===== src/rtl/alarm_mode_controller.sv =====
// Alarm clock mode sequencer: edits time/alarm fields, detects alarm/snooze matches, drives ring.
// All outputs registered, one cycle after the causing input; pulse inputs, no backpressure.
module alarm_mode_controller #(
  parameter int SNOOZE_MIN   = 5,
  parameter int RING_SECONDS = 60,
  parameter int ALARM_H_INIT = 6,
  parameter int ALARM_M_INIT = 0
) (
  input  logic       CLK100MHZ,
  input  logic       reset,
  input  logic       btn_mode,
  input  logic       btn_up,
  input  logic       btn_down,
  input  logic       btn_alarm,
  input  logic       btn_snooze,
  input  logic [5:0] seconds,
  input  logic [5:0] minutes,
  input  logic [4:0] hours,
  output logic [2:0] state,
  output logic [5:0] inseconds,
  output logic [5:0] inminutes,
  output logic [4:0] inhours,
  output logic [4:0] alarm_hours,
  output logic [5:0] alarm_minutes,
  output logic       alarm_en,
  output logic       ringing,
  output logic       snooze_active
);

  typedef enum logic [2:0] {
    RUN    = 3'd0,
    SET_H  = 3'd1,
    SET_M  = 3'd2,
    SET_AH = 3'd3,
    SET_AM = 3'd4,
    RING   = 3'd5
  } mode_t;

  localparam logic [7:0] RING_LAST = 8'(RING_SECONDS - 1);

  mode_t      st;
  logic [4:0] snz_h;
  logic [5:0] snz_m;
  logic [7:0] ring_cnt;
  logic [5:0] prev_seconds;
  logic       match_prev;

  function automatic logic [4:0] step_hr(input logic [4:0] h, input logic up);
    logic [4:0] r;
    if (up) r = (h >= 5'd23) ? 5'd0 : h + 5'd1;
    else    r = (h == 5'd0) ? 5'd23 : h - 5'd1;
    return r;
  endfunction

  function automatic logic [5:0] step_min(input logic [5:0] m, input logic up);
    logic [5:0] r;
    if (up) r = (m >= 6'd59) ? 6'd0 : m + 6'd1;
    else    r = (m == 6'd0) ? 6'd59 : m - 6'd1;
    return r;
  endfunction

  logic       edit_up, edit, alarm_hit, snooze_hit, raw_match, match_rise, sec_changed;
  logic [6:0] snz_sum;
  logic [5:0] snz_m_next;
  logic [4:0] snz_h_next;

  assign edit_up     = btn_up & ~btn_down;
  assign edit        = btn_up ^ btn_down;
  assign alarm_hit   = alarm_en && hours == alarm_hours && minutes == alarm_minutes && seconds == 6'd0;
  assign snooze_hit  = snooze_active && hours == snz_h && minutes == snz_m && seconds == 6'd0;
  assign raw_match   = alarm_hit | snooze_hit;
  // History tracks the raw match in every mode, so a match that starts during
  // SET or RING never produces a late rising edge once back in RUN.
  assign match_rise  = raw_match & ~match_prev;
  assign sec_changed = seconds != prev_seconds;

  assign snz_sum    = {1'b0, minutes} + 7'(SNOOZE_MIN);
  assign snz_m_next = (snz_sum >= 7'd60) ? 6'(snz_sum - 7'd60) : snz_sum[5:0];
  assign snz_h_next = (snz_sum >= 7'd60) ? step_hr(hours, 1'b1) : hours;

  assign state = st;

  always_ff @(posedge CLK100MHZ) begin
    if (reset) begin
      st            <= RUN;
      inseconds     <= 6'd0;
      inminutes     <= 6'd0;
      inhours       <= 5'd0;
      alarm_hours   <= 5'(ALARM_H_INIT);
      alarm_minutes <= 6'(ALARM_M_INIT);
      alarm_en      <= 1'b0;
      ringing       <= 1'b0;
      snooze_active <= 1'b0;
      snz_h         <= 5'd0;
      snz_m         <= 6'd0;
      ring_cnt      <= 8'd0;
      prev_seconds  <= 6'd0;
      match_prev    <= 1'b0;
    end else begin
      prev_seconds <= seconds;
      match_prev   <= raw_match;
      case (st)
        RUN: begin
          if (btn_mode) begin
            st        <= SET_H;
            inhours   <= hours;
            inminutes <= minutes;
            inseconds <= 6'd0;
          end else if (match_rise) begin
            st       <= RING;
            ringing  <= 1'b1;
            ring_cnt <= 8'd0;
          end
        end
        SET_H: begin
          if (btn_mode) st <= SET_M;
          else if (edit) inhours <= step_hr(inhours, edit_up);
        end
        SET_M: begin
          if (btn_mode) st <= SET_AH;
          else if (edit) inminutes <= step_min(inminutes, edit_up);
        end
        SET_AH: begin
          if (btn_mode) st <= SET_AM;
          else if (edit) alarm_hours <= step_hr(alarm_hours, edit_up);
        end
        SET_AM: begin
          if (btn_mode) st <= RUN;
          else if (edit) alarm_minutes <= step_min(alarm_minutes, edit_up);
        end
        RING: begin
          if (btn_mode || btn_alarm) begin
            st            <= RUN;
            ringing       <= 1'b0;
            snooze_active <= 1'b0;
            if (btn_alarm) alarm_en <= 1'b0;
          end else if (btn_snooze) begin
            st            <= RUN;
            ringing       <= 1'b0;
            snz_h         <= snz_h_next;
            snz_m         <= snz_m_next;
            snooze_active <= 1'b1;
          end else if (sec_changed) begin
            ring_cnt <= ring_cnt + 8'd1;
            if (ring_cnt == RING_LAST) begin
              st            <= RUN;
              ringing       <= 1'b0;
              snooze_active <= 1'b0;
            end
          end
        end
        default: begin
          st      <= RUN;
          ringing <= 1'b0;
        end
      endcase
      // Outside RING the alarm button is a plain toggle; disarming drops any pending snooze.
      if (btn_alarm && st != RING) begin
        alarm_en <= ~alarm_en;
        if (alarm_en) snooze_active <= 1'b0;
      end
    end
  end

endmodule


===== config.mk =====
export PLATFORM = sky130hd
export DESIGN_NAME = alarm_mode_controller
export DESIGN_NICKNAME = d
export VERILOG_FILES = /design/src/rtl/alarm_mode_controller.sv
export SDC_FILE = /design/constraint.sdc
export NUM_CORES = 1
export LEC_CHECK = 0
export ABC_AREA = 1
export ABC_CLOCK_PERIOD_IN_PS = 1950
export BUFFER_PORTS_ARGS = -buffer_cell sky130_fd_sc_hd__buf_2
export CELL_PAD_IN_SITES_DETAIL_PLACEMENT = 1
export CELL_PAD_IN_SITES_GLOBAL_PLACEMENT = 2
export CORE_MARGIN = 4
export CORE_UTILIZATION = 31
export DETAILED_ROUTE_END_ITERATION = 8
export HOLD_SLACK_MARGIN = 0.02
export PLACE_DENSITY_LB_ADDON = 0.25
export SLEW_MARGIN = 20
export SYNTH_ARGS = -nofsm -noshare
export SYNTH_HDL_FRONTEND = slang
export SYNTH_SLANG_ARGS = --single-unit
export TNS_END_PERCENT = 5

===== constraint.sdc =====
create_clock -name CLK100MHZ -period 1.95 [get_ports CLK100MHZ]
set_input_delay 0.0975 -clock CLK100MHZ [delete_from_list [all_inputs] [get_ports CLK100MHZ]]
set_output_delay 0.0975 -clock CLK100MHZ [all_outputs]
set_load 0.01 [all_outputs]

# After elaboration in Yosys (flattened, before gate mapping)
# Cells that the tools add are included.
# totals
reg_bits	54
wordCells	158
# classes
n_addsub	12
order_cmp	6
n_eq_ne	29
muxes	58
n_bitwise	10
reduce_logical	30
# op_table
op	n
6-bit 2-to-1 mux	10
5-bit 2-to-1 mux	11
8-bit 2-to-1 mux	5
3-bit 2-to-1 mux	10
2-bit inequality test (second input constant)	14
6-bit zero test	3
3-bit case mux with 6 select lines	1
1-bit 2-to-1 mux	17
8-bit case mux with 2 select lines	1
5-bit by 1-bit adder with 5-bit output (second input constant)	3
5-bit greater-or-equal comparator (second input constant)	3
6-bit by 1-bit adder with 6-bit output (second input constant)	2
6-bit == test	2
6-bit greater-or-equal comparator (second input constant)	2
6-bit case mux with 2 select lines	1
3-bit AND reduction	4
2-bit nonzero test	6
6-bit by 1-bit subtractor with 6-bit output (second input constant)	2
5-bit == test	2
5-bit zero test	2
5-bit case mux with 2 select lines	1
5-bit by 1-bit subtractor with 5-bit output (second input constant)	2
8-bit by 1-bit adder with 8-bit output (second input constant)	1
8-bit by 6-bit == test with 1-bit output (second input constant)	1
other kinds (22)	39

# Longest topological paths before layout
# Gate-level depths: netlist of the first run.
# depth
depth_word	9
depth_mapped	15
ltp_nobuf	14

# Worst setup path after synthesis of the first run
# No wires, ideal clock.
# synth_path
kind	input-to-reg
start	in minutes[0]
end	reg snz_h[3]
setup_time_ns	0.068
t_arrival_ns	1.581
setup_slack_ns	0.301
path_stages	13
path_buffers	1
path_cell_list	ha_1 -> or2_4 -> nand2_1 -> ha_1 -> nand2_1 -> a21oi_2 -> nand2_2 -> nand2_4 -> buf_12 -> nand2_2 -> o21ai_2 -> nand2_1 -> a21oi_2
# synth_between
elab_chain_len	3
# synth_rtl
element	line_no	source
start, declared	17	input logic [5:0] minutes,
6-bit by 3-bit adder with 7-bit output	77	assign snz_sum = {1'b0, minutes} + 7'(SNOOZE_MIN);
7-bit by 6-bit greater-or-equal comparator with 1-bit output	79	assign snz_h_next = (snz_sum >= 7'd60) ? step_hr(hours, 1'b1) : hours;
5-bit 2-to-1 mux	79	
end signal, assigned	140	snz_h <= snz_h_next;
end, declared	42	logic [4:0] snz_h;
# Every way passes these cells.
# A chain may end at the register's enable or synchronous reset.

# Final worst setup path of the first run
# layout_path
start	reg inminutes[0]
end	reg inminutes[2]
# layout_between
elab_chain_len	6
# layout_rtl
element	line_no	source
start, declared	21	output logic [5:0] inminutes,
start signal, assigned	107	inminutes <= minutes;
start signal, assigned	121	else if (edit) inminutes <= step_min(inminutes, edit_up);
6-bit by 1-bit subtractor with 6-bit output, or another cell as far along	58	else r = (m == 6'd0) ? 6'd59 : m - 6'd1;
6-bit 2-to-1 mux (on tied branches)	58, 57	
6-bit 2-to-1 mux (*)	57	if (up) r = (m >= 6'd59) ? 6'd0 : m + 6'd1;
6-bit 2-to-1 mux (*)	121	
6-bit 2-to-1 mux (*)	120	if (btn_mode) st <= SET_AH;
6-bit case mux with 2 select lines (*)	102	case (st)
# Every way passes the cells marked *; elsewhere a longest branch is shown, timed or not. The select of a mux whose other input is x is not followed.

==> summary.md, run 1 <==
| Metric | Value |
|---|---|
| Worst hold path class | in -> reg |
| Tightest hold margin | 0.02880 ns |
| # H-tree levels | 2 |
| Area growth syn-to-layout | 17.40% |
| Commonest cells post-synth | nand2_1 (193), inv_1 (99), nor2_1 (75) |
| Final HPWL DP | 11.88 mm |
| Final WL | 14.96 mm |
| Avg Cell Area, Syn | between 6 and 7 um^2 |
| Unrepaired setup endpoints after global routing | true |
| Worst setup path class | reg -> reg |
| Num ports | 58 |
| Initial antenna violation count | 0 |
| Synth top area share | 0.2444 |
| Ant. Diodes | 0 |
| Via density per instance | 5.054 |
| Setup WS pre-CTS | 0.02782 ns |
| Core ar. | 13930 um^2 |
| R2R cell count | 9 |
| Clock buffer count from CTS | 5 |
| Pin count of the biggest net entering global routing | 38 |
| EDFF count, synth | 0 |
| Worst reg-to-reg setup slack | 0.10 ns |
| Vias | 4892 |
| Critical Path Start Type | flip-flop |
| Fillers | 1888 |
| Die W | roughly 130 um |
| Clock Latency Late Sink | 0.31 ns |
| Crit end category | flip-flop |
| I/O Buffers | 51 |
| WP data arrival | 2.09 ns |
| CTS root buf | clkbuf_16 |
| Min Tclk post-route | 1.847 ns |
| Crit path to | inminutes[2] |
| Worst-Margin Slew | 0.6487 ns |
| CTS sink cnt | 54 |
| Setup Viol. Count Final | 0 |
| Final worst-path setup slack | 0.1031 ns |
| Cell taking the most area after synthesis | dfxtp_1 |
| Global-route wire length before repair | 25.05 mm |
| Seq/Total Area, Yosys | 0.2444 |
| DR DRC count | 0 |
| Fin. max-slew vios | 0 |
| Row cnt | 43 |
| Max Clock Freq | 0.5414 GHz |
| Gr usage total | 0.1886 |
| Max-cap viol count | 0 |
| Clock Path Buffers | 2 |
| Vias in the first global route | 5095 |
| Run status | finished clean |
| GPL Wtd Cong | approximately 0.85 |
| Peak supply drop | 0.4321 mV |
| Yosys cell types | 49 |
| CP startpoint | inminutes[0] |
| Synthesized cell area | between 4000 and 5000 um^2 |
| RR Endpoint | inminutes[2] |
| Initial DRC count | 190 |
| CTS Hold Bufs | 0 |
| Final hold viol count | 0 |
| Seq cells post-synth | 54 |
| Relative slew slack | 0.5670 |
| Post-Synthesis Cells | 716 |
| Die height | 127.4 um |
| WP data required | 2.19 ns |
| Die area | roughly 16000 um^2 |
| Synth Flop Type | dfxtp_1 |
| Clock Skews | 0.004088 ns |
| Global-route congestion overflow total | 0 |
| Reg-to-reg startpoint | inminutes[0] |
| Setup TNS | 0 ns |
| Share of synthesized registers carrying an async set or reset | 0 |
| Final ANT Viol Nets | 0 |
| PD cells | about 1100 nW/um^2 |
| Period utilization | 0.9471 |
| CTS tree | yes |
| Most frequent cell after synthesis | nand2_1 |
| Initial Util | 0.3174 |
| Layout cells sized above 1 | 0.1827 |
| Area contributors post-synth | dfxtp_1 (24%), nand2_1 (16%), inv_1 (8.4%), nor2_1 (6.4%), a21oi_1 (5.0%) |
| Nets | between 800 and 900 |
| First-pass DRT Iterations | 4 |
| Util after Layout | 0.3726 |
| Wirelength per Cell | 15.46 um |
| CTS clock-pin slew for the worst setup and hold paths | 0.07 ns |
| Leak pwr | 2.445 nW |
| Synthesis warning total | 0 |
| Crit-path max FO | 6 |
layer usage:
| metal | up-vias | global-route usage | share of wire |
|---|---|---|---|
| li1 | 2447 | - | - |
| met4 | 0 | 0.05363 | 0.020 |
| met2 | 92 | 0.3233 | 0.47 |
| met1 | 2334 | 0.2417 | 0.47 |
| met5 | - | 0 | 0 |
| met3 | 19 | 0.03428 | 0.040 |
cell families after synthesis:
logic type                 share of synthesized area
adders and majority gates                    0.04526
other                                      0.0008478
AOI/OAI and AO/OA                             0.1836
buffers and inverters                         0.1284
and+or+nand+nor                               0.3522
xor gates and xnor gates                     0.04526
DFF                                           0.2444
sequential cells by signal, indices dropped and copies added (netlist names):
signal and flops:
alarm_en 1, alarm_hours 5, alarm_minutes 6, inhours 5
inminutes 6, match_prev 1, prev_seconds 6, ring_cnt 8
ringing 1, snooze_active 1, snz_h 5, snz_m 6
state 3
where the power goes:
part / leakage [nW] / internal (mW) / switching (mW)
combinational: 1.92 / 1.13 / 1.80
clock: 0.0801 / 0.551 / 0.461
sequential: 0.441 / 1.29 / 0.273
stage by stage:
step	area [um^2]	total power, mW	std cells
after floorplan	4442	3.514	721
after CTS	5130	5.366	962
final	5192	5.498	968
after global placement	4969	4.239	954
after detailed placement	4969	4.330	954
after global routing	5192	6.018	968
cell usage in the layout, fill, tap and decap left out, drive strengths merged:
cell type,synthesis,layout
inv,112,112
nand4,17,17
ha,16,16
xnor2,6,6
nor3b,2,2
and2,1,1
buf,14,82
a211oi,4,4
clkinv,1,2
clkbuf,9,7
xor2,16,16
or2,4,4
a31oi,9,9
nor2,81,81
a21oi,51,51
dfxtp,54,54
a221oi,9,9
nand3b,2,2
o31ai,2,2
o22ai,1,1
o221ai,1,1
a21boi,2,2
o21ai,43,43
nor3,5,5
o311ai,2,2
o211ai,8,8
conb,1,6
nor4,2,2
nand3,39,39
nand2,202,202
how the worst min path moves through the flow:
stage | from | endpoint | slack [ns] | cells after the start
2_1_floorplan | minutes[0] | snz_m[0] | 0.19 | 1
3_3_place_gp | seconds[1] | prev_seconds[1] | 0.34 | 3
3_5_place_dp | seconds[1] | prev_seconds[1] | 0.35 | 3
4_1_cts | seconds[1] | prev_seconds[1] | 0.02 | 3
5_1_grt | seconds[1] | prev_seconds[1] | 0.02 | 3
6_report | seconds[1] | prev_seconds[1] | 0.03 | 3
repair_timing:
| item | in CTS | in global routing |
|---|---|---|
| setup endpoints to repair | 0 | 12 |
| resized for setup | 0 | 6 |
| buffers inserted | 0 | 6 |
layout make-up:
class,instances,area (um^2),area share
sequential,54,1086,0.2092
clock inverter,1,8.758,0.001687
inverter,113,426.7,0.08217
timing repair buffer,82,500.5,0.09639
multi-input combinational,531,2793,0.5378
tap,180,225.2,0.04337
clock buffer,7,152.6,0.02940
critical path, stage by stage, from the launching register on:
cell      delay, ns
dfxtp_1        0.38
ha_1           0.24
or2_2          0.30
nand4_1        0.11
nand2_1        0.15
inv_1          0.11
nand3_1        0.09
o311ai_0       0.11
o21ai_0        0.15
a21oi_1        0.14
Note: power is estimated with default switching activity, not from simulation.
==> run 2: changes to the inputs <==
CORE_UTILIZATION = 32   (was 31)
CTS_BUF_LIST = sky130_fd_sc_hd__clkbuf_8   (was default)
==> run 2 against run 1 <==
Net effect:
- clock power down 17%
- sequential share of layout area grew 0.15 points
- count of clock-buffer cells in the layout down 2
- die area decreased by 2.9%
- sequential power barely moved
- critical path type unchanged
- largest cell class unchanged
- largest power group unchanged
==> summary.md, run 2 (same netlist as run 1, synthesis figures left out) <==
| Metric | Value |
|---|---|
| Global Route met3 Usage | 0.03113 (-0.003151) |
| Via density per instance | 5.030 (-0.47%) |
| Gr usage total | 0.1922 (+0.003682) |
| CP most frequent cell | nor2_1 |
| Cell count along the critical path | 9 (unchanged) |
| Nets | 829 (+0.24%) |
| Crit end category | flip-flop |
| I/O Buffers | 51 (unchanged) |
| # H-tree levels | 2 (unchanged) |
| Core ar. | 13400 um^2 (-3.8%) |
| Met1 Usage GRT | 0.2439 (+0.002187) |
| Wirelength per Cell | 15.59 um (+0.89%) |
| Clock Latency Late Sink | 0.34 ns (+0.03 ns) |
| Final ANT Viol Nets | 0 (unchanged) |
| Crit-path max FO | 5 (-1) |
| Pin count of the biggest net entering global routing | 38 (unchanged) |
| GPL Wtd Cong | 0.8629 (+1.6%) |
| GRT Max-Usage Layer | met2 |
| Num ports | 58 (unchanged) |
| Worst setup path class | reg -> reg |
| Max-cap viol count | 0 (unchanged) |
| Min Tclk post-route | 1.841 ns (-0.006019 ns) |
| Setup Viol. Count Final | 0 (unchanged) |
| Placed cells | 951 (-0.31%) |
| Final HPWL DP | 11.94 mm (+0.50%) |
| Die area | 15770 um^2 (-2.9%) |
| Initial antenna violation count | 0 (unchanged) |
| Hold path depth | 3 (unchanged) |
| Initial Util | 0.3301 (+0.01265) |
| Row cnt | 42 (-2.3%) |
| Area growth syn-to-layout | 17.23% |
| Util after Layout | 0.3869 (+0.01430) |
| Largest Register | ring_cnt |
| Leading cell type in the layout, fill and taps excluded | nand2_1 |
| Leak pwr | 2.432 nW (-0.56%) |
| Max incr delay on CP | 0.37 ns (about the same) |
| Final hold viol count | 0 (unchanged) |
| Run status | finished clean |
| DR DRC count | 0 (unchanged) |
| WP data arrival | 2.13 ns (+0.04 ns) |
| Worst path top cell family by delay | simple AND/OR/NAND/NOR gates |
| Initial DRC count | 221 (+16%) |
| First-pass DRT Iterations | 4 (unchanged) |
| Final WL | 15.06 mm (+0.68%) |
| Peak supply drop | 0.3757 mV (-13%) |
| Clock buffer count from CTS | 5 (unchanged) |
| Worst path slowest cell | dfxtp_1 |
| Vias | 4859 (-0.67%) |
| Worst hold path class | in -> reg |
| Relative slew slack | 0.5539 (-0.01314) |
| Critical path buffers and inverters | 2 (+1) |
| Cell Count, Final, Fillers Out | 966 (-0.21%) |
| Global-route congestion overflow total | 0 (unchanged) |
| Period utilization | 0.9440 (-0.003087) |
| PD cells | 1004 nW/um^2 (-5.2%) |
| Global-route wire length before repair | 25.09 mm (+0.14%) |
| WP data required | 2.24 ns (+0.05 ns) |
| Die height | 125.6 um (-1.5%) |
| Worst-Margin Slew | 0.6684 ns (+0.01969 ns) |
| Overall power | 5.203 mW (-5.4%) |
| CTS root buf | clkbuf_8 |
| Crit-path cells | buf_4 -> ha_1 -> nor2_1 -> nor3_1 -> nor2_1 -> nand3b_1 -> o311ai_0 -> o211ai_1 -> inv_1 |
| Max reg flops | 8 (unchanged) |
| Post-CTS setup buffer count | 0 (unchanged) |
| Vias in the first global route | 5142 (+0.92%) |
| Most frequent cells in the layout | nand2_1 (191), inv_1 (99), nor2_1 (75) |
| Critical Path Start Type | flip-flop |
| Ant. Diodes | 0 (unchanged) |
| Clock Skews | 0.008878 ns (+0.004790 ns) |
| CTS sink cnt | 54 (unchanged) |
| R2R cell count | 9 (unchanged) |
| CTS tree | yes |
| M2 GR Usage | 0.3430 (+0.01966) |
| Unrepaired setup endpoints after global routing | true |
| Fin. max-slew vios | 0 (unchanged) |
| Layout cells sized above 1 | 0.1835 (+0.0008032) |
| Die W | 125.6 um (-1.5%) |
| Tightest hold margin | 0.1034 ns (+0.07457 ns) |
| Clock Path Buffers | 2 (unchanged) |
| CTS clock-pin slew for the worst setup and hold paths | 0.11 ns (+0.04 ns) |
| Max Clock Freq | 0.5432 GHz (+0.33%) |
-- run 2: final cells by class --
type | count | area (um^2)
sequential | 54 | 1092
tap | 176 | 220.2
inverter | 113 | 426.7
timing repair buffer | 84 | 520.5
multi-input combinational | 531 | 2813
fill | 1847 | 8215
clock buffer | 5 | 68.82
clock inverter | 3 | 43.79
-- run 2: worst reg2reg max path: stages, from the launching register on --
cell      delay, ns
dfxtp_1        0.37
buf_4          0.17
ha_1           0.20
nor2_1         0.12
nor3_1         0.09
nor2_1         0.32
nand3b_1       0.17
o311ai_0       0.12
o211ai_1       0.15
inv_1          0.08
-- run 2: stage by stage --
| stage | instance area [um^2] | setup TNS (ns) | worst slack, ns |
|---|---|---|---|
| floorplan | 4442 | 0 | 0.3009 |
| global placement | 4971 | 0 | 0.09459 |
| detailed placement | 4971 | -0.0006628 | -0.0006628 |
| CTS | 5155 | 0 | 0.08895 |
| global route | 5185 | -0.01052 | -0.01052 |
| finish | 5185 | 0 | 0.1091 |
-- run 2: routing by layer --
metal	share of wire	vias up
li1	-	2446
met1	0.47	2346
met2	0.49	58
met3	0.027	9
met4	0.0092	0
met5	0	-
-- run 2: worst paths after layout --
check                                      start          endpoint  slack [ns]
worst max-delay path            alarm_minutes[0]  alarm_minutes[2]        0.11
worst min-delay path                  minutes[0]          snz_m[0]        0.10
worst max register to register  alarm_minutes[0]  alarm_minutes[2]        0.11
worst min register to register           ringing           ringing        0.47
-- run 2: repair_timing --
action / in CTS / in global routing
hold buffers: 7 / 0
resized for setup: 1 / 13
cloned: 0 / 0
setup endpoints to repair: 1 / 14
hold endpoints to repair: 7 / 0
-- run 2: report_power, final --
| part | switching [mW] | total [mW] | internal, mW |
|---|---|---|---|
| logic | 1.82 | 2.81 | 0.992 |
| registers | 0.261 | 1.55 | 1.29 |
| clock network | 0.451 | 0.837 | 0.387 |
| total | 2.53 | 5.20 | 2.67 |
